[config.mk]
export PLATFORM = sky130hd
export DESIGN_NAME = serial_subtractor
export DESIGN_NICKNAME = d
export VERILOG_FILES = /design/src/rtl/serial_subtractor.sv
export SDC_FILE = /design/constraint.sdc
export NUM_CORES = 1
export LEC_CHECK = 0
export BUFFER_PORTS_ARGS = -buffer_cell sky130_fd_sc_hd__buf_4
export CAP_MARGIN = 10
export CORE_ASPECT_RATIO = 1.5
export CORE_UTILIZATION = 33
export DETAILED_ROUTE_END_ITERATION = 7
export GPL_TIMING_DRIVEN = 0
export HOLD_SLACK_MARGIN = 0.06
export SETUP_SLACK_MARGIN = 0.4
export SYNTH_ARGS = -nofsm -noshare
export SYNTH_HDL_FRONTEND = slang
export SYNTH_SLANG_ARGS = --single-unit
[constraint.sdc]
create_clock -name clk -period 1.2 [get_ports clk]
set_input_delay 0.06 -clock clk [delete_from_list [all_inputs] [get_ports clk]]
set_output_delay 0.06 -clock clk [all_outputs]
set_load 0.01 [all_outputs]
[src/rtl/serial_subtractor.sv]
// serial_subtractor
// Bit-serial unsigned subtractor: diff = a - b (mod 2^WIDTH), LSB first,
// one bit per clock through a single registered borrow flop.
// The per-bit arithmetic is the same full-adder cell used by the clocked
// ripple-carry adder: the subtrahend bit is inverted and the carry is the
// complement of the borrow, so borrow_out = ~carry_out.
// Control is a start/busy/done handshake around a three-state FSM
// (IDLE -> SHIFT x WIDTH -> DONE -> IDLE). All outputs are registered.

module serial_subtractor #(
    parameter int WIDTH = 4
) (
    input  logic             clk,
    input  logic             rst_n,
    input  logic             start,
    input  logic [WIDTH-1:0] a,
    input  logic [WIDTH-1:0] b,
    output logic [WIDTH-1:0] diff,
    output logic             b_out,
    output logic             busy,
    output logic             done
);

    // Counter only has to reach WIDTH-1; never narrower than one bit.
    localparam int CNT_W = (WIDTH > 2) ? $clog2(WIDTH) : 1;

    typedef enum logic [1:0] {
        ST_IDLE  = 2'd0,
        ST_SHIFT = 2'd1,
        ST_DONE  = 2'd2
    } state_t;

    // Full-adder cell shared with the ripple-carry adder: returns {cout, sum}.
    function automatic logic [1:0] full_add(
        input logic x,
        input logic y,
        input logic ci
    );
        logic sum_v;
        logic cout_v;
        sum_v  = x ^ y ^ ci;
        cout_v = (x & y) | (x & ci) | (y & ci);
        return {cout_v, sum_v};
    endfunction

    // ------------------------------------------------------------------
    // State and datapath registers
    // ------------------------------------------------------------------
    state_t             r_state;
    logic [WIDTH-1:0]   r_a_sh;
    logic [WIDTH-1:0]   r_b_sh;
    logic               r_borrow;
    logic [CNT_W-1:0]   r_cnt;
    logic [WIDTH-1:0]   r_diff;
    logic               r_b_out;
    logic               r_busy;
    logic               r_done;

    // ------------------------------------------------------------------
    // Combinational signals
    // ------------------------------------------------------------------
    state_t             w_state_nxt;
    logic               w_last;
    logic               w_load;
    logic               w_shift;
    logic               w_busy_nxt;
    logic               w_done_nxt;
    logic [1:0]         w_fa;
    logic               w_bit;
    logic               w_borrow_nxt;

    // Subtract step: a + ~b + ~borrow through the adder cell.
    // Sum is the difference bit, the complemented carry is the new borrow.
    always_comb begin
        w_fa         = full_add(r_a_sh[0], ~r_b_sh[0], ~r_borrow);
        w_bit        = w_fa[0];
        w_borrow_nxt = ~w_fa[1];
    end

    // Final bit of the operation is the one processed when the counter
    // holds WIDTH-1.
    always_comb begin
        if (r_cnt == CNT_W'(WIDTH - 1)) begin
            w_last = 1'b1;
        end else begin
            w_last = 1'b0;
        end
    end

    // ------------------------------------------------------------------
    // FSM: state register
    // ------------------------------------------------------------------
    // Hold the current control state; reset aborts any operation.
    always_ff @(posedge clk or negedge rst_n) begin
        if (!rst_n) begin
            r_state <= ST_IDLE;
        end else begin
            r_state <= w_state_nxt;
        end
    end

    // ------------------------------------------------------------------
    // FSM: next-state logic
    // ------------------------------------------------------------------
    // Start is honoured only in IDLE; SHIFT and DONE ignore it entirely.
    always_comb begin
        w_state_nxt = r_state;
        case (r_state)
            ST_IDLE: begin
                if (start) begin
                    w_state_nxt = ST_SHIFT;
                end else begin
                    w_state_nxt = ST_IDLE;
                end
            end
            ST_SHIFT: begin
                if (w_last) begin
                    w_state_nxt = ST_DONE;
                end else begin
                    w_state_nxt = ST_SHIFT;
                end
            end
            ST_DONE: begin
                w_state_nxt = ST_IDLE;
            end
            default: begin
                w_state_nxt = ST_IDLE;
            end
        endcase
    end

    // ------------------------------------------------------------------
    // FSM: output / control decode
    // ------------------------------------------------------------------
    // Decode datapath strobes and the next values of the registered
    // busy/done flags from the current state.
    always_comb begin
        w_load     = 1'b0;
        w_shift    = 1'b0;
        w_busy_nxt = 1'b0;
        w_done_nxt = 1'b0;
        case (r_state)
            ST_IDLE: begin
                if (start) begin
                    w_load     = 1'b1;
                    w_busy_nxt = 1'b1;
                end else begin
                    w_load     = 1'b0;
                    w_busy_nxt = 1'b0;
                end
            end
            ST_SHIFT: begin
                w_shift = 1'b1;
                if (w_last) begin
                    w_busy_nxt = 1'b0;
                    w_done_nxt = 1'b1;
                end else begin
                    w_busy_nxt = 1'b1;
                    w_done_nxt = 1'b0;
                end
            end
            ST_DONE: begin
                w_busy_nxt = 1'b0;
                w_done_nxt = 1'b0;
            end
            default: begin
                w_busy_nxt = 1'b0;
                w_done_nxt = 1'b0;
            end
        endcase
    end

    // ------------------------------------------------------------------
    // Datapath
    // ------------------------------------------------------------------
    // Operand shift registers, borrow flop and bit counter: loaded on an
    // accepted start, advanced once per SHIFT cycle, otherwise frozen so
    // later changes on a/b cannot disturb an operation in flight.
    always_ff @(posedge clk or negedge rst_n) begin
        if (!rst_n) begin
            r_a_sh   <= {WIDTH{1'b0}};
            r_b_sh   <= {WIDTH{1'b0}};
            r_borrow <= 1'b0;
            r_cnt    <= {CNT_W{1'b0}};
        end else if (w_load) begin
            r_a_sh   <= a;
            r_b_sh   <= b;
            r_borrow <= 1'b0;
            r_cnt    <= {CNT_W{1'b0}};
        end else if (w_shift) begin
            r_a_sh   <= {1'b0, r_a_sh[WIDTH-1:1]};
            r_b_sh   <= {1'b0, r_b_sh[WIDTH-1:1]};
            r_borrow <= w_borrow_nxt;
            r_cnt    <= r_cnt + CNT_W'(1);
        end else begin
            r_a_sh   <= r_a_sh;
            r_b_sh   <= r_b_sh;
            r_borrow <= r_borrow;
            r_cnt    <= r_cnt;
        end
    end

    // Result register: difference bits enter at the MSB and move right, so
    // after WIDTH shifts bit 0 sits in diff[0]. The previous result stays
    // visible through IDLE and the load edge until the first shift.
    always_ff @(posedge clk or negedge rst_n) begin
        if (!rst_n) begin
            r_diff <= {WIDTH{1'b0}};
        end else if (w_shift) begin
            r_diff <= {w_bit, r_diff[WIDTH-1:1]};
        end else begin
            r_diff <= r_diff;
        end
    end

    // Final borrow is captured only on the last shift and held afterwards.
    always_ff @(posedge clk or negedge rst_n) begin
        if (!rst_n) begin
            r_b_out <= 1'b0;
        end else if (w_shift && w_last) begin
            r_b_out <= w_borrow_nxt;
        end else begin
            r_b_out <= r_b_out;
        end
    end

    // Registered handshake flags.
    always_ff @(posedge clk or negedge rst_n) begin
        if (!rst_n) begin
            r_busy <= 1'b0;
            r_done <= 1'b0;
        end else begin
            r_busy <= w_busy_nxt;
            r_done <= w_done_nxt;
        end
    end

    assign diff  = r_diff;
    assign b_out = r_b_out;
    assign busy  = r_busy;
    assign done  = r_done;

endmodule

==> impl_metrics.tcl, run 1 <==
set metrics [dict create \
    status "finished with violations" \
    violations "negative setup slack" \
    die_area_um2 2715 \
    leakagePower_nw 0.5967 \
    nets 115 \
    synth-seq-area-share_pct 54.46 \
    critPathCaptureType "flop" \
    max-slew-margin-rel_pct 76.62 \
    drt_iter0_markers 42 \
    powerDensity_nw_per_um2 2681 \
    period_needed_ns 1.241 \
    synthesis.nets 80 \
    grt_overflow 0 \
    fmax_mhz 805.8 \
    setup_violations 1 \
    insertion_delay_ns 0.30 \
    grt_start_max_net_pins 19 \
    core_um2 2312 \
    fp-row-count 21 \
    fill_cells 201 \
    dp_slack_ns -0.05328 \
    worstPathMaxFanout 6 \
    worst_slack_ns -0.04105 \
    vias_per_cell 5.194 \
    grt_setup_unrepaired "true" \
    firstDrtPassIters 4 \
    antenna_found_initial 0 \
    whs_ns 0.06687 \
    yosys-top-cells-area "dfrtp_1 (54%), a222oi_1 (6.1%), mux2_2 (5.4%)" \
    yosysTopAreaCell "dfrtp_1" \
    io_pins 18 \
    clockBufferDepth 2 \
    skew_ns 0.002394 \
    syn_area_um2 827.0 \
    synth.top_cell.area_share_pct 54.46 \
    num_antenna_cells 0 \
    ys_ff_latch 18 \
    clk_pin_slew_ns 0.11 \
    drv_slew 0 \
    cp.arrival_ns 1.44 \
    crit_path_start_kind "flop" \
    ff2ff_path_depth 4 \
    synth_cell_type_count 24 \
    fp.dieW_um 42.88 \
    grt_pass1_wl_um 2939 \
    cts.sinks 18 \
    htree_levels 1 \
    wire_per_inst_um 13.90 \
    ys.flop_type "dfrtp_1" \
    die_y_um 63.32 \
    worst_pin_slew_ns 0.3500 \
    regToRegEndpoint "diff[2]$_DFFE_PN0N_" \
    path_class "reg -> reg" \
    start_util_pct 35.77 \
    grt_use_total_pct 14.83 \
    fin_crit_sh_pct 103.4 \
    cts_tree "built" \
    grt_pass1_vias 680 \
    r2r_slack_ns -0.04 \
    synth_edf_count 0 \
    port_buffers 17 \
    postRouteAntennaNets 0 \
    area_growth_pct 48.41 \
    max_cap_violations 0 \
    cts_root_buf "clkbuf_4" \
    async_reset_ff_share_pct 100.0 \
    synth.avg_cell_area_um2 12.34 \
    synth_most_common_cell "dfrtp_1" \
    layout-drive-gt1-share_pct 52.48 \
    finalHoldViolations 0 \
    gp_congestion 0.7136 \
    dp_hpwl_um 1084 \
    syn_inst 67 \
    synth_common_cells "dfrtp_1 (18), inv_1 (10), a222oi_1 (5), nor2_1 (5)" \
    final_util_pct 53.08 \
    finalWirelength_um 1723 \
    yosysWarnings 0 \
    via_count 644 \
    drcViolationCount 0 \
    cp-startpoint "r_state[0]$_DFF_PN0_" \
    p_total_w 0.003291 \
    crit_path_end "diff[2]$_DFFE_PN0N_" \
    rr_startpoint "r_state[0]$_DFF_PN0_" \
    cts_made_buffers 3 \
    required_ns 1.40 \
    irDropWorstVdd_uv 1339 \
    hp-class "in -> reg" \
]
==> what timing repair did <==
action	4_1_cts	5_1_grt
hold buffers	3	0
setup endpoints to repair	25	25
pin swaps	1	7
setup buffers	8	0
hold endpoints to repair	20	0
cloned	1	1
gates resized for setup	13	8
==> through the flow <==
step           std cells   TNS, ns  cell area (µm²)
3_3_place_gp         107  -0.04271            989.7
6_report             124  -0.04105             1227
4_1_cts              123  -0.03009             1176
3_5_place_dp         107  -0.05328            989.7
5_1_grt              124   -0.3219             1227
2_1_floorplan         67  -0.03638            833.3
==> how the worst min path moves through the flow <==
stage | cells after the start | endpoint | slack (ns) | from
2_1_floorplan | 0 | b_out$_DFFE_PN0P_ | -0.24 | rst_n
3_3_place_gp | 1 | r_state[0]$_DFF_PN0_ | -0.06 | rst_n
3_5_place_dp | 1 | diff[0]$_DFFE_PN0N_ | -0.06 | rst_n
4_1_cts | 3 | r_a_sh[2]$_DFFE_PN0P_ | 0.07 | a[2]
5_1_grt | 3 | r_a_sh[2]$_DFFE_PN0P_ | 0.07 | a[2]
6_report | 3 | r_a_sh[2]$_DFFE_PN0P_ | 0.07 | a[2]
==> layer usage <==
layer	routed length [µm]	vias to the layer above	GRT usage, %
met5	0	-	0
met4	44	0	8.984
met3	64	5	3.725
met2	863	14	23.48
met1	750	316	17.56
li1	-	309	-
==> critical path, stage by stage, from the launching register on <==
cell	delay [ns]
dfrtp_1	0.38
buf_6	0.13
nor2b_4	0.20
buf_6	0.14
mux2_4	0.29
==> registers in the layout, summed over array words and instances, names as in the netlist <==
signal / flops
b_out: 1
diff: 4
done: 1
r_a_sh: 4
r_b_sh: 4
r_borrow: 1
r_cnt: 2
r_state: 1
==> final cells by class <==
type                    count  area (µm²)  area share, %
multi-input cells          37       382.9          31.19
inverters                  10       37.54          3.058
plain buffers               3       33.78          2.752
repair buffers             29       256.5          20.90
clock buffers               4       36.28          2.956
flip-flops and latches     18       451.7          36.80
well taps                  23       28.78          2.345
==> report_power, final <==
group	leakage, nW	total, W	internal [W]	switching [W]
Combinational	0.359	0.00179	0.00107	0.000728
Clock	0.0210	0.000391	0.000185	0.000205
Sequential	0.217	0.00111	0.000905	0.000202
==> cell usage in the layout, fill, tap and decap left out <==
cell type | synthesis | final
dfrtp_1 | 18 | 17
buf_4 | 1 | 16
buf_6 | 2 | 12
inv_1 | 10 | 9
nor2_1 | 5 | 5
a222oi_1 | 5 | 5
nand2_1 | 4 | 4
mux2_2 | 4 | 3
clkbuf_4 | 0 | 3
dlygate4sd3_1 | 0 | 3
o21bai_4 | 1 | 2
mux2_4 | 1 | 2
or2_4 | 0 | 2
o221ai_2 | 0 | 2
a22o_1 | 2 | 2
a21oi_2 | 0 | 1
nand3b_1 | 1 | 1
inv_2 | 0 | 1
nor2b_1 | 1 | 1
nor2b_4 | 1 | 1
nor4b_4 | 0 | 1
nor3b_2 | 0 | 1
a211oi_2 | 0 | 1
mux2i_1 | 1 | 1
fa_2 | 0 | 1
ha_2 | 0 | 1
clkbuf_8 | 0 | 1
buf_2 | 0 | 1
dfrtp_2 | 0 | 1
==> cell families after synthesis <==
kind of cell             Yosys count  share of synthesized area (%)
flip-flops                        18                          54.46
AND/OR/NAND/NOR                   16                          10.89
buffers and inverters             13                          8.170
AO/OA/AOI/OAI                     12                          14.07
multiplexers                       6                          8.471
adder cells (fa/ha/maj)            2                          3.933
(Power assumes the default switching activity.)
==> run 2, diff against run 1 <==
--- a/config.mk
+++ b/config.mk
@@ -5,6 +5,7 @@
 export SDC_FILE = /design/constraint.sdc
 export NUM_CORES = 1
 export LEC_CHECK = 0
+export ABC_AREA = 1
 export BUFFER_PORTS_ARGS = -buffer_cell sky130_fd_sc_hd__buf_4
 export CAP_MARGIN = 10
 export CORE_ASPECT_RATIO = 1.5
==> impl_metrics.tcl, run 2 <==
set metrics [dict create \
    fp.dieW_um 41.88 \
    synth_fa_ha_area_share_pct 4.134 \
    synth_common_cells "nand2_1 (24), nand3_1 (23), dfrtp_1 (18)" \
    crit_path_top_delay_cell "dfrtp_2" \
    leakagePower_nw 0.7114 \
    status "completed" \
    cts_root_buf "clkbuf_4" \
    cts_made_buffers 3 \
    drcViolationCount 0 \
    crit_path_start_kind "flop" \
    cp.arrival_ns 1.31 \
    postRouteAntennaNets 0 \
    synth_edf_count 0 \
    worst_pin_slew_ns 0.2542 \
    synth.avg_cell_area_um2 9.151 \
    synthesis.nets 99 \
    htree_levels 1 \
    fill_cells 187 \
    syn_inst 86 \
    grt_start_max_net_pins 19 \
    ys_ff_latch 18 \
    cts.sinks 18 \
    synth_cell_type_count 13 \
    layout-drive-gt1-share_pct 59.09 \
    wire_per_inst_um 14.46 \
    vias_per_cell 5.187 \
    drv_slew 0 \
    required_ns 1.40 \
    cts_tree "built" \
    irDropWorstVdd_uv 1295 \
    die_area_um2 2588 \
    ys.flop_type "dfrtp_1" \
    grt_overflow 0 \
    nets 146 \
    gp_congestion 0.6997 \
    final_common_cell "buf_4" \
    async_reset_ff_share_pct 100.0 \
    setup_violations 0 \
    period_needed_ns 1.112 \
    synth_top_family_by_area "simple AND/OR/NAND/NOR gates" \
    fmax_mhz 899.2 \
    syn_area_um2 787.0 \
    powerDensity_nw_per_um2 2509 \
    fp-row-count 21 \
    yosys-top-cells-area "dfrtp_1 (57%), nand3_1 (15%), nand2_1 (11%)" \
    port_buffers 17 \
    synth-compound-area-share_pct 3.816 \
    start_util_pct 35.24 \
    yosysWarnings 0 \
    core_um2 2233 \
    worstPathMaxFanout 5 \
    clockBufferDepth 2 \
    synth-seq-area-share_pct 57.23 \
    synth_most_common_cell "nand2_1" \
    synth.area.mux_share_pct 0 \
    dp_hpwl_um 1174 \
    finalWirelength_um 2242 \
    final_cell_mix "buf_4 (18), dfrtp_1 (16), buf_6 (14)" \
    synth_xor_area_share_pct 0 \
    path_class "reg -> reg" \
    whs_ns 0.08525 \
    fin_crit_sh_pct 92.68 \
    via_count 804 \
    yosysTopAreaCell "dfrtp_1" \
    clk_pin_slew_ns 0.11 \
    drt_iter0_markers 20 \
    skew_ns 0.003063 \
    io_pins 18 \
    grt_pass1_wl_um 3187 \
    setup-tns-final_ns 0 \
    max-slew-margin-rel_pct 83.04 \
    num_antenna_cells 0 \
    grt_use_total_pct 16.54 \
    finalHoldViolations 0 \
    cpPeakStageDelay_ns 0.48 \
    insertion_delay_ns 0.30 \
    grt_pass1_vias 745 \
    critPathCaptureType "flop" \
    max_cap_violations 0 \
    crit_chain "inv_4 > nand2_8 > buf_4 > nand3_1 > nand3_2" \
    antenna_found_initial 0 \
    grt_setup_unrepaired "true" \
    firstDrtPassIters 4 \
    die_y_um 61.81 \
    area_growth_pct 82.83 \
    synth-simple-area-share_pct 29.09 \
    synth.top_cell.area_share_pct 57.23 \
    hp-class "in -> reg" \
]
[run 2: cell count changes in the layout (fill, tap and decap cells not counted), moves of 6 or more]
| cell | delta |
|---|---|
| dlygate4sd3_1 | +6 |
| nand3_1 | +10 |
| nand3_2 | +13 |
| nand2_2 | +9 |
| nand2_1 | +8 |
| inv_1 | -8 |
[run 2: final timing paths]
path                                       startpoint                    end  slack, ns  cells past startpoint
worst max register to register         done$_DFF_PN0_  r_a_sh[0]$_DFFE_PN0P_       0.09                      5
max in group asynchronous                       rst_n         done$_DFF_PN0_       0.83                      2
worst min-delay path                            start  r_b_sh[0]$_DFFE_PN0P_       0.09                      3
worst max-delay path                   done$_DFF_PN0_  r_a_sh[0]$_DFFE_PN0P_       0.09                      5
min in group asynchronous                       rst_n    diff[0]$_DFFE_PN0N_       0.15                      2
worst min register to register  r_a_sh[3]$_DFFE_PN0P_  r_a_sh[2]$_DFFE_PN0P_       0.52                      2
[run 2: layer usage]
metal / vias up / routed length [µm] / track usage, % / part of all wire (%)
met3: 6 / 74 / 1.734 / 3.3
met5: - / 0 / 0 / 0
met1: 394 / 892 / 17.56 / 40
li1: 378 / - / - / -
met2: 26 / 1232 / 33.26 / 55
met4: 0 / 42 / 6.912 / 1.9
[run 2: metrics by stage]
| stage | cells | instance area, µm² | power (W) | util, % | setup slack, ns |
|---|---|---|---|---|---|
| 2_1_floorplan | 86 | 849.6 | 0.001863 | - | 0.1311 |
| 3_3_place_gp | 126 | 1006 | 0.002223 | 45.04 | 0.1086 |
| 3_5_place_dp | 126 | 1006 | 0.002263 | 45.04 | 0.1030 |
| 4_1_cts | 150 | 1309 | 0.003279 | 58.60 | 0.09397 |
| 5_1_grt | 155 | 1439 | 0.003817 | 64.43 | 0.05675 |
| 6_report | 155 | 1439 | 0.003610 | 64.43 | 0.08786 |
[run 2: report_power, final]
| group | leakage [nW] | switching (W) | internal, W |
|---|---|---|---|
| logic | 0.468 | 0.000987 | 0.00116 |
| clock network | 0.0150 | 0.000202 | 0.000130 |
| registers | 0.228 | 0.000262 | 0.000869 |
| total | 0.711 | 0.00145 | 0.00216 |
[run 2: cell type report]
type / instances / area (µm²) / share of cell area (%)
Tap cell: 23 / 28.78 / 2.000
Multi-Input combinational cell: 60 / 444.2 / 30.87
Inverter: 5 / 21.27 / 1.478
Clock buffer: 4 / 26.28 / 1.826
Timing Repair Buffer: 42 / 424.2 / 29.48
Buffer: 3 / 41.29 / 2.870
Sequential cell: 18 / 452.9 / 31.48
[run 2: worst max-delay path, delay by kind of cell, from the launching register on]
kind / cells / cell delay, ns
flip-flops: 1 / 0.48
buffers and inverters: 2 / 0.29
AND/OR/NAND/NOR: 3 / 0.24
[run 2: kinds of logic (layout without fill, tap and decap cells)]
logic type	count (synthesis)	count (layout)
flip-flops	18	18
buffers and inverters	8	54
AO/OA/AOI/OAI	6	6
AND/OR/NAND/NOR	52	52
adder cells (fa/ha/maj)	2	2
[run 2: timing repair]
action	CTS	global route
hold buffers	9	0
setup endpoints to repair	25	25
pin swaps	2	8
hold endpoints to repair	26	0
resized for setup	25	21
setup buffers	9	4
gates cloned	2	1
==> run 3, diff against run 2 <==
--- a/config.mk
+++ b/config.mk
@@ -8,7 +8,6 @@
 export ABC_AREA = 1
 export BUFFER_PORTS_ARGS = -buffer_cell sky130_fd_sc_hd__buf_4
 export CAP_MARGIN = 10
-export CORE_ASPECT_RATIO = 1.5
 export CORE_UTILIZATION = 33
 export DETAILED_ROUTE_END_ITERATION = 7
 export GPL_TIMING_DRIVEN = 0
==> impl_metrics.tcl, run 3 (synthesized netlist as in run 2, its figures left out) <==
set metrics [dict create \
    grt_setup_unrepaired "true" \
    start_util_pct 35.24 \
    worstPathMaxFanout 2 \
    fin_crit_sh_pct 94.09 \
    max-slew-margin-rel_pct 82.82 \
    cp-startpoint "r_borrow$_DFFE_PN0P_" \
    holdPathEnd "r_b_sh[1]$_DFFE_PN0P_" \
    area_growth_pct 90.62 \
    vias_per_cell 4.944 \
    fp.dieW_um 50.84 \
    hp-start "start" \
    setup_violations 0 \
    required_ns 1.41 \
    drcViolationCount 0 \
    grt_pass1_wl_um 3760 \
    via_count 791 \
    antenna_found_initial 0 \
    dp_hpwl_um 1160 \
    cts_made_buffers 3 \
    ff2ff_path_depth 2 \
    leakagePower_nw 0.7331 \
    io_pins 18 \
    num_antenna_cells 0 \
    irDropWorstVdd_uv 1744 \
    wire_per_inst_um 14.41 \
    die_y_um 50.84 \
    instances_no_fill 160 \
    cts_root_buf "clkbuf_4" \
    grt_use_total_pct 20.36 \
    drt_iter0_markers 11 \
    period_needed_ns 1.129 \
    placedInstanceArea_um2 1012 \
    gp_congestion 0.6897 \
    finalWirelength_um 2306 \
    postRouteAntennaNets 0 \
    die_area_um2 2584 \
    rr_startpoint "r_borrow$_DFFE_PN0P_" \
    crit_path_start_kind "flop" \
    setup-tns-final_ns 0 \
    final_area_um2 1500 \
    path_class "reg -> reg" \
    grt_pass1_vias 828 \
    placedCellCount 131 \
    htree_levels 1 \
    worst_pin_slew_ns 0.2578 \
    drv_slew 0 \
    clockBufferDepth 2 \
    core_um2 2233 \
    finalHoldViolations 0 \
    critPathCaptureType "flop" \
    hp-class "in -> reg" \
    cts.sinks 18 \
    powerDensity_nw_per_um2 2519 \
    r2r_slack_ns 0.07 \
    regToRegEndpoint "diff[3]$_DFFE_PN0N_" \
    grt_start_max_net_pins 19 \
    layout-drive-gt1-share_pct 62.88 \
    grt_overflow 0 \
    skew_ns 0.002551 \
    fp-row-count 17 \
    port_buffers 17 \
    fmax_mhz 885.7 \
    insertion_delay_ns 0.31 \
    cts_tree "built" \
    status "completed" \
    final_common_cell "buf_4" \
    cp.arrival_ns 1.34 \
    max_cap_violations 0 \
    final_cell_mix "buf_4 (18), nand3_2 (16), dfrtp_1 (16)" \
    clk_pin_slew_ns 0.10 \
    firstDrtPassIters 4 \
    nets 146 \
    worstHoldPathCells 3 \
]
[run 3: worst max-delay path by stage]
stage	to	slack [ns]	cells past startpoint
after floorplan	diff[3]$_DFFE_PN0N_	0.13	3
after global placement	b_out$_DFFE_PN0P_	0.11	4
after detailed placement	b_out$_DFFE_PN0P_	0.10	4
after CTS	b_out$_DFFE_PN0P_	0.08	4
after global routing	diff[3]$_DFFE_PN0N_	0.04	2
final	diff[3]$_DFFE_PN0N_	0.07	2
[run 3: final cells by class]
class	instances	area, µm²
plain buffers	3	41.29
clock buffers	4	36.28
fillers	177	733.2
inverters	5	23.77
multi-input cells	60	480.5
flip-flops and latches	18	452.9
well taps	28	35.03
repair buffers	42	430.4
[run 3: worst max-delay path, cell delays in order (launching register included)]
cell	delay [ns]
dfrtp_1	0.42
fa_2	0.56
o21ai_1	0.05
[run 3: layer usage]
metal,up-vias,GRT usage [%],share of wire [%]
li1,376,-,-
met1,388,23.48,42
met2,22,34.00,54
met3,5,4.167,2.5
met4,0,13.43,1.7
met5,-,0,0
[run 3: through the flow]
step           util [%]  setup WS (ns)  hold WS [ns]  total power, W
3_3_place_gp      45.32         0.1105      -0.05563        0.002228
6_report          67.17        0.07092        0.1044        0.003780
5_1_grt           67.17        0.04278        0.1077        0.004038
4_1_cts           63.87        0.08029        0.1101        0.003522
3_5_place_dp      45.32         0.1037      -0.05158        0.002270
2_1_floorplan         -         0.1311       -0.2356        0.001863
[run 3: where the power goes]
| part | leakage (nW) | internal (W) | switching [W] |
|---|---|---|---|
| combinational | 0.484 | 0.00121 | 0.00102 |
| clock | 0.0210 | 0.000186 | 0.000202 |
| sequential | 0.228 | 0.000869 | 0.000288 |
[run 3: timing repair]
action / 4_1_cts / 5_1_grt
endpoints found under the hold margin: 26 / 0
buffers inserted: 10 / 3
resized for setup: 41 / 14
hold buffers: 9 / 0
pin swaps: 14 / 13
endpoints found under the setup margin: 25 / 25
gates cloned: 3 / 0
